## src/rtl/uart_rx_byte.sv

```systemverilog
// ---------------------------------------------------------------------------
// uart_rx_byte
//   UART 8N1 receiver. The asynchronous uart_rx line passes through a 2-FF
//   synchroniser. A falling edge on the synchronised line starts a frame.
//   Each bit is sampled three times around mid-bit, and a majority vote
//   decides the bit value. A start bit that is high at mid-bit is treated as
//   a false start and ignored. A low stop bit is reported as a framing error.
//   Each good byte is delivered with a single-cycle rx_valid pulse.
//
// Ports
//   sys_clk       in   1  system clock (sole clock)
//   rst_n         in   1  asynchronous, active-low reset
//   uart_rx       in   1  serial input, idle high, asynchronous to sys_clk
//   rx_data       out  8  last correctly framed byte, held until next good byte
//   rx_valid      out  1  one-cycle pulse: rx_data just updated
//   rx_frame_err  out  1  one-cycle pulse: stop bit sampled low
//   rx_busy       out  1  high while a frame is being received
// ---------------------------------------------------------------------------
module uart_rx_byte #(
  parameter int CLK_FREQ = 50_000_000,
  parameter int BAUD     = 115200
) (
  input  logic       sys_clk,
  input  logic       rst_n,
  input  logic       uart_rx,
  output logic [7:0] rx_data,
  output logic       rx_valid,
  output logic       rx_frame_err,
  output logic       rx_busy
);

  localparam int BIT_CNT = CLK_FREQ / BAUD;
  localparam int HALF    = BIT_CNT / 2;
  localparam int CW      = $clog2(BIT_CNT);

  localparam logic [CW-1:0] CNT_LAST   = CW'(BIT_CNT - 1);
  localparam logic [CW-1:0] CNT_SAMP_A = CW'(HALF - 1);
  localparam logic [CW-1:0] CNT_SAMP_B = CW'(HALF);
  localparam logic [CW-1:0] CNT_DECIDE = CW'(HALF + 1);

  typedef enum logic [1:0] {
    IDLE,
    START,
    DATA,
    STOP
  } state_t;

  state_t          state, state_next;
  logic            rx_meta, rx_s, rx_s_d;
  logic [CW-1:0]   baud_cnt;
  logic [2:0]      bit_idx;
  logic [7:0]      shift_reg;
  logic            samp_a, samp_b;
  logic            fall_edge, decide, majority;
  logic            valid_next, err_next, load_data, shift_en;

  // The synchroniser flops reset to the idle (high) level. Otherwise the
  // release of reset could look like a start edge.
  always_ff @(posedge sys_clk or negedge rst_n) begin
    if (!rst_n) begin
      rx_meta <= 1'b1;
      rx_s    <= 1'b1;
      rx_s_d  <= 1'b1;
    end else begin
      rx_meta <= uart_rx;
      rx_s    <= rx_meta;
      rx_s_d  <= rx_s;
    end
  end

  assign fall_edge = rx_s_d & ~rx_s;
  assign decide    = (baud_cnt == CNT_DECIDE);

  // The third vote is the live synchronised sample taken in the decision cycle.
  assign majority  = (samp_a & samp_b) | (samp_a & rx_s) | (samp_b & rx_s);

  assign rx_busy   = (state != IDLE);

  always_ff @(posedge sys_clk or negedge rst_n) begin
    if (!rst_n) begin
      state <= IDLE;
    end else begin
      state <= state_next;
    end
  end

  always_comb begin
    state_next = state;
    valid_next = 1'b0;
    err_next   = 1'b0;
    load_data  = 1'b0;
    shift_en   = 1'b0;
    case (state)
      IDLE: begin
        // Only a genuine high->low transition starts a frame. A line held
        // low (break) therefore never retriggers.
        if (fall_edge) begin
          state_next = START;
        end
      end
      START: begin
        if (decide) begin
          state_next = majority ? IDLE : DATA;
        end
      end
      DATA: begin
        if (decide) begin
          shift_en = 1'b1;
          if (bit_idx == 3'd7) begin
            state_next = STOP;
          end
        end
      end
      STOP: begin
        // Return to IDLE mid stop bit, so that the next start edge is
        // caught even when frames are sent back to back.
        if (decide) begin
          state_next = IDLE;
          if (majority) begin
            valid_next = 1'b1;
            load_data  = 1'b1;
          end else begin
            err_next = 1'b1;
          end
        end
      end
      default: state_next = IDLE;
    endcase
  end

  // The baud counter is held at zero while idle. This also gives the
  // required clear on entry to START.
  always_ff @(posedge sys_clk or negedge rst_n) begin
    if (!rst_n) begin
      baud_cnt <= '0;
    end else if (state == IDLE) begin
      baud_cnt <= '0;
    end else if (baud_cnt == CNT_LAST) begin
      baud_cnt <= '0;
    end else begin
      baud_cnt <= baud_cnt + 1'b1;
    end
  end

  always_ff @(posedge sys_clk or negedge rst_n) begin
    if (!rst_n) begin
      samp_a <= 1'b1;
      samp_b <= 1'b1;
    end else if (state != IDLE) begin
      if (baud_cnt == CNT_SAMP_A) samp_a <= rx_s;
      if (baud_cnt == CNT_SAMP_B) samp_b <= rx_s;
    end
  end

  // Data arrives LSB first, so each new bit enters at the MSB and shifts down.
  always_ff @(posedge sys_clk or negedge rst_n) begin
    if (!rst_n) begin
      bit_idx   <= 3'd0;
      shift_reg <= 8'h00;
    end else begin
      if (state == START) begin
        bit_idx <= 3'd0;
      end else if (shift_en) begin
        bit_idx <= bit_idx + 3'd1;
      end
      if (shift_en) begin
        shift_reg <= {majority, shift_reg[7:1]};
      end
    end
  end

  always_ff @(posedge sys_clk or negedge rst_n) begin
    if (!rst_n) begin
      rx_data      <= 8'h00;
      rx_valid     <= 1'b0;
      rx_frame_err <= 1'b0;
    end else begin
      rx_valid     <= valid_next;
      rx_frame_err <= err_next;
      if (load_data) begin
        rx_data <= shift_reg;
      end
    end
  end

endmodule

```

## config.mk

```make
export PLATFORM = sky130hd
export DESIGN_NAME = uart_rx_byte
export DESIGN_NICKNAME = d
export VERILOG_FILES = /design/src/rtl/uart_rx_byte.sv
export SDC_FILE = /design/constraint.sdc
export NUM_CORES = 1
export LEC_CHECK = 0
export CAP_MARGIN = 15
export CORE_MARGIN = 2
export CORE_UTILIZATION = 50
export CTS_BUF_LIST = sky130_fd_sc_hd__clkbuf_16
export DETAILED_ROUTE_END_ITERATION = 10
export PLACE_DENSITY = 0.71
export SLEW_MARGIN = 10
export SYNTH_ARGS = -nofsm -noshare
export SYNTH_HDL_FRONTEND = slang
export SYNTH_SLANG_ARGS = --single-unit
```

## constraint.sdc

```tcl
create_clock -name sys_clk -period 3.1 [get_ports sys_clk]
set_clock_uncertainty 0.05 [all_clocks]
set_input_delay 0.465 -clock sys_clk [delete_from_list [all_inputs] [get_ports sys_clk]]
set_output_delay 0.465 -clock sys_clk [all_outputs]
set_load 0.005 [all_outputs]
```

==> results of run 1 <==
[metal layers]
| layer | track usage | vias to the layer above | part of all wire |
|---|---|---|---|
| met4 | 0.08333 | 0 | 0.024 |
| met1 | 0.2091 | 537 | 0.44 |
| met5 | 0 | - | 0 |
| met2 | 0.2809 | 28 | 0.49 |
| met3 | 0.05225 | 9 | 0.045 |
| li1 | - | 509 | - |
[how the worst min path moves through the flow]
stage,start,end,cells after the start
6_report,rx_meta,rx_s,0
5_1_grt,rx_meta,rx_s,0
4_1_cts,rx_meta,rx_s,0
3_5_place_dp,rx_meta,rx_s,0
3_3_place_gp,rx_meta,rx_s,0
2_1_floorplan,rst_n,async pin,0
[cell type report]
type / instances / area, um2 / share of cell area
clock inverter: 3 / 46.29 / 0.02285
sequential: 37 / 932.1 / 0.4602
inverter: 5 / 18.77 / 0.009265
clock buffer: 5 / 125.1 / 0.06177
multi-input combinational: 86 / 708.2 / 0.3496
timing repair buffer: 14 / 137.6 / 0.06794
tap: 46 / 57.56 / 0.02841
[through the flow]
stage / total power [W] / hold WS, ps / cells / worst slack [ps] / cell area [um2]
final: 0.001298 / 304.8 / 196 / 904.1 / 2026
after global routing: 0.001365 / 313.0 / 196 / 806.5 / 2026
after CTS: 0.001309 / 305.2 / 196 / 926.7 / 2026
after detailed placement: 0.0007321 / 297.6 / 188 / 1000 / 1854
after global placement: 0.0007224 / 296.5 / 188 / 1094 / 1854
after floorplan: 0.0006877 / 119.4 / 135 / 1343 / 1719
[worst reg2reg max path, cell delays in order, from the launching register on]
cell,delay (ps)
dfrtp_1,420
inv_1,100
ha_1,150
and4b_1,340
and4b_1,570
mux2_4,350
[cells by family (layout without fill, tap and decap cells)]
family | Yosys count | in the layout | share of synthesized area
mux | 19 | 19 | 0.1419
xor+xnor | 3 | 3 | 0.01529
compound gates | 17 | 17 | 0.06332
simple gates | 40 | 40 | 0.1419
buf+inv | 12 | 27 | 0.04585
flops | 37 | 37 | 0.5422
fa+ha+maj | 7 | 7 | 0.04949
[where the power goes]
group | switching, W | internal [W] | total [W]
clock network | 0.000194 | 0.000380 | 0.000574
logic | 0.0000773 | 0.0000586 | 0.000136
registers | 0.0000587 | 0.000529 | 0.000588
[cells in the final DEF, fill, tap and decap left out, types with 2 or more instances in the layout]
| master | instances |
|---|---|
| mux2_4 | 8 |
| clkbuf_16 | 5 |
| ha_1 | 6 |
| clkdlybuf4s50_1 | 13 |
| or4_1 | 2 |
| nor2_1 | 8 |
| nand3_1 | 6 |
| dfrtp_1 | 32 |
| nand4_1 | 3 |
| o21ai_0 | 4 |
| xor2_1 | 2 |
| dfstp_2 | 5 |
| inv_1 | 5 |
| a21oi_1 | 5 |
| nand2_1 | 6 |
| mux2_2 | 11 |
| and3_1 | 2 |
| nor3b_1 | 2 |
| or3_1 | 2 |
| and4b_1 | 2 |
| and3b_1 | 2 |
| o211ai_1 | 2 |
| o31ai_1 | 2 |
==> results.cfg, run 1 <==
[route]
viasPerCell = 5.526
wl_per_cell_um = 14.76
drt-pass1-iter-count = 5
routed_wl_um = 2892
drtIter0Drc = 32
ant_nets = 0
drc_errors = 0
num_vias = 1083

[grt]
grt_max_degree = 38
grt_pass1_wl_um = 5188
antenna_found_initial = 0
overflow = 0
grt_pass1_vias = 1103
grtUsageTotal = 0.1725

[outcome]
status = complete, no violations

[critical_path]
path_buf_inv = 2
rr_worst_depth = 5
arrival_ps = 1680
slowest_stage = dfrtp_1
crit_chain = nor2_1, inv_1, clkdlybuf4s50_1
timing.rr.start = baud_cnt[0]
critPathLaunchType = flip-flop
end_kind = output pin
rr_endpoint = shift_reg[1]
critPathMaxFanout = 15
r2r_slack_ps = 1010
criticalPathCategory = reg2out
path_depth = 3
cp_top_family = buffers and inverters
critPathCapture = rx_busy
crit_required_ps = 2580
slowest_delay_ps = 520

[sta]
finalSetupViolations = 0
slew_headroom = 0.6601
rsz0062_at_grt = false
worst_slew_pin_slew_ps = 509.5
hold_viol = 0
report.final.slew_viol_count = 0
fmax_mhz = 455.4
post-route-min-period_ps = 2196
fin_crit_sh = 0.7083
finalSetupTns_ps = 0

[synthesis]
ys_seq_area_frac = 0.5422
yosys_warnings = 0
async_reset_ff_frac = 1.000
synth_cell_type_count = 35
syn_avg_cell_area_um2 = 12.73
yosysMostFrequentCell = dfrtp_1
ys_top_cells_by_count = dfrtp_1, mux2_2, mux2_4, nor2_1
syn_area_um2 = 1719
synth-edff-count = 0
synth_ff_type = dfrtp_1
syn_nets = 144
syn_inst = 135
synth_top_cell_by_area = dfrtp_1
synth-seq-cells = 37
synth_top_area_share = 0.4658
synth_area_leaders = dfrtp_1, dfstp_2, mux2_2

[clock_network]
hold_buffers = 0
post_cts_buffers = 0
cts.path.max_buffers = 2
cts-root-buf = clkbuf_16
cts_tree = yes
cts.clk_slew.worst_paths_ps = 60
cts_resized = 0
clock_latency_ps = 280
htreeDepth = 2
cts_sinks = 37
numCtsBuffers = 5

[worst_hold_path]
hold_class = reg2reg

[die]
die_y_um = 62.64
die_x_um = 62.64
fp-row-count = 21
start_util = 0.5193
fp.coreArea_um2 = 3311
num_io_pins = 14
die-area_um2 = 3923

[run]
maxCapViolations = 0

[power]
p_leak_nw = 0.9283
power_density_nw_per_um2 = 640.9
ir_drop_uv = 425.6

[layout]
final_util = 0.6119
num-nets-final = 158
diodes = 0
drive_above_1_share = 0.2400
largest_reg_flops = 9
area_growth_pct = 17.83
fill_cells = 268

[place]
port_buffers = 13
dp_hpwl_um = 1906
place_congestion = 0.8088
Power figures use the tool's default switching activity.
==> run 2, diff against run 1 <==
==> constraint.sdc (replaced) <==
create_clock -name sys_clk -period 2.1 [get_ports sys_clk]
set_clock_uncertainty 0.05 [all_clocks]
set_input_delay 0.315 -clock sys_clk [delete_from_list [all_inputs] [get_ports sys_clk]]
set_output_delay 0.315 -clock sys_clk [all_outputs]
set_load 0.005 [all_outputs]
==> run 2 against run 1 <==
  * Final cell count up 1.0%
  * Count of clock-buffer cells in the layout stayed put
  * Critical path type unchanged
  * Largest cell class unchanged
  * Total power rose by 36%
  * Sequential cell count stayed put
  * Combinational power up 50%
  * Largest power group unchanged
==> results.cfg, run 2 (same netlist as run 1, synthesis figures left out) <==
[outcome]
status = complete, no violations

[power]
comb_power_share = 0.116
ir_drop_uv = 622.5
p_sw_frac = 0.2641
p_seq_frac = 0.493
p_leak_nw = 0.9340
intPower_w = 0.001300
switchingPower_w = 0.0004664
p_clk_frac = 0.391
power_density_nw_per_um2 = 879.4

[route]
wl_per_cell_um = 14.17
drc_errors = 0
ant_nets = 0
routed_wl_um = 2806
num_vias = 1055
drt-pass1-iter-count = 4
drtIter0Drc = 42
viasPerCell = 5.328

[grt]
grt_pass1_vias = 1077
grtUsageTotal = 0.1684
overflow = 0
antenna_found_initial = 0
grt_pass1_wl_um = 5099
grt_max_degree = 38

[die]
num_io_pins = 14
fp.coreArea_um2 = 3311
start_util = 0.5193
die-area_um2 = 3923
fp-row-count = 21
die_x_um = 62.64
die_y_um = 62.64

[sta]
report.final.slew_viol_count = 0
post-route-min-period_ps = 1959
hold_viol = 0
slew_headroom = 0.7035
whs_ps = 304.3
fin_crit_sh = 0.9329
worst_slew_pin_slew_ps = 444.7
finalSetupTns_ps = 0
fmax_mhz = 510.5
finalSetupViolations = 0
rsz0062_at_grt = false

[place]
dp_hpwl_um = 2034
place_congestion = 0.8542
port_buffers = 13

[critical_path]
end_kind = output pin
crit_required_ps = 1740
criticalPathCategory = reg2out
arrival_ps = 1590
critPathLaunchType = flip-flop
critPathMaxFanout = 10

[layout]
diodes = 0
mostFrequentLayoutCells = dfrtp_1, clkdlybuf4s50_1, mux2_2, nor2_1, mux2_4
area_growth_pct = 16.81
largest_reg_flops = 9
layout_commonest_cell = dfrtp_1
num-nets-final = 160
drive_above_1_share = 0.2434

[clock_network]
clock_latency_ps = 270
cts_resized = 0
htreeDepth = 2
cts-root-buf = clkbuf_16
cts.path.max_buffers = 2
cts_tree = yes
cts_sinks = 37
numCtsBuffers = 5
post_cts_buffers = 0
cts.clk_slew.worst_paths_ps = 50
hold_buffers = 0

[run]
maxCapViolations = 0

[worst_hold_path]
hold_class = reg2reg
run 2: layout make-up:
type	instances	area (um2)
clock inverters	3	13.76
repair buffers	16	152.6
fillers	279	1303
clock buffers	5	125.1
multi-input cells	86	708.2
inverters	5	18.77
well taps	46	57.56
flip-flops and latches	37	932.1
run 2: worst paths after layout:
kind / from / end / slack, ps / cells past startpoint
worst min-delay path: rx_meta / rx_s / 300 / 0
worst max-delay path: state[0] / rx_busy / 140 / 3
min in group asynchronous: rst_n / rx_data[0] / 400 / 2
max in group asynchronous: rst_n / samp_a / 1260 / 2
worst min register to register: rx_meta / rx_s / 300 / 0
worst max register to register: baud_cnt[0] / shift_reg[2] / 190 / 6
run 2: per-stage QoR:
step | instance area [um2] | instances | setup WS (ps) | power, W | utilization
floorplan | 1719 | 135 | 342.7 | 0.001015 | -
global placement | 1869 | 190 | 258.7 | 0.001066 | 0.5646
detailed placement | 1869 | 190 | 193.5 | 0.001088 | 0.5646
CTS | 2008 | 198 | 147.0 | 0.001795 | 0.6066
global route | 2008 | 198 | 25.63 | 0.001875 | 0.6066
finish | 2008 | 198 | 141.0 | 0.001766 | 0.6066
run 2: critical path, stage by stage (launching register included):
cell and delay (ps):
dfrtp_1 460, nor2_1 260, inv_1 130, clkdlybuf4s50_1 470
run 2: metal layers:
layer	up-vias	part of all wire	global-route usage
met3	5	0.032	0.04505
met1	513	0.45	0.2180
li1	515	-	-
met5	-	0	0
met2	22	0.50	0.2661
met4	0	0.020	0.07500
run 2: power by group through the flow:
stage	sequential [W]	clock [W]	combinational [W]
after floorplan	0.000857	0	0.000158
after global placement	0.000875	0	0.000191
after detailed placement	0.000880	0	0.000208
after CTS	0.000868	0.000716	0.000210
after global routing	0.000883	0.000746	0.000246
final	0.000871	0.000691	0.000204
==> run 3, diff against run 2 <==
--- a/config.mk
+++ b/config.mk
@@ -5,7 +5,6 @@
 export SDC_FILE = /design/constraint.sdc
 export NUM_CORES = 1
 export LEC_CHECK = 0
-export CAP_MARGIN = 15
 export CORE_MARGIN = 2
 export CORE_UTILIZATION = 50
 export CTS_BUF_LIST = sky130_fd_sc_hd__clkbuf_16
==> results of run 3 <==
Final layout, timing and power as in run 2 (identical DEF).
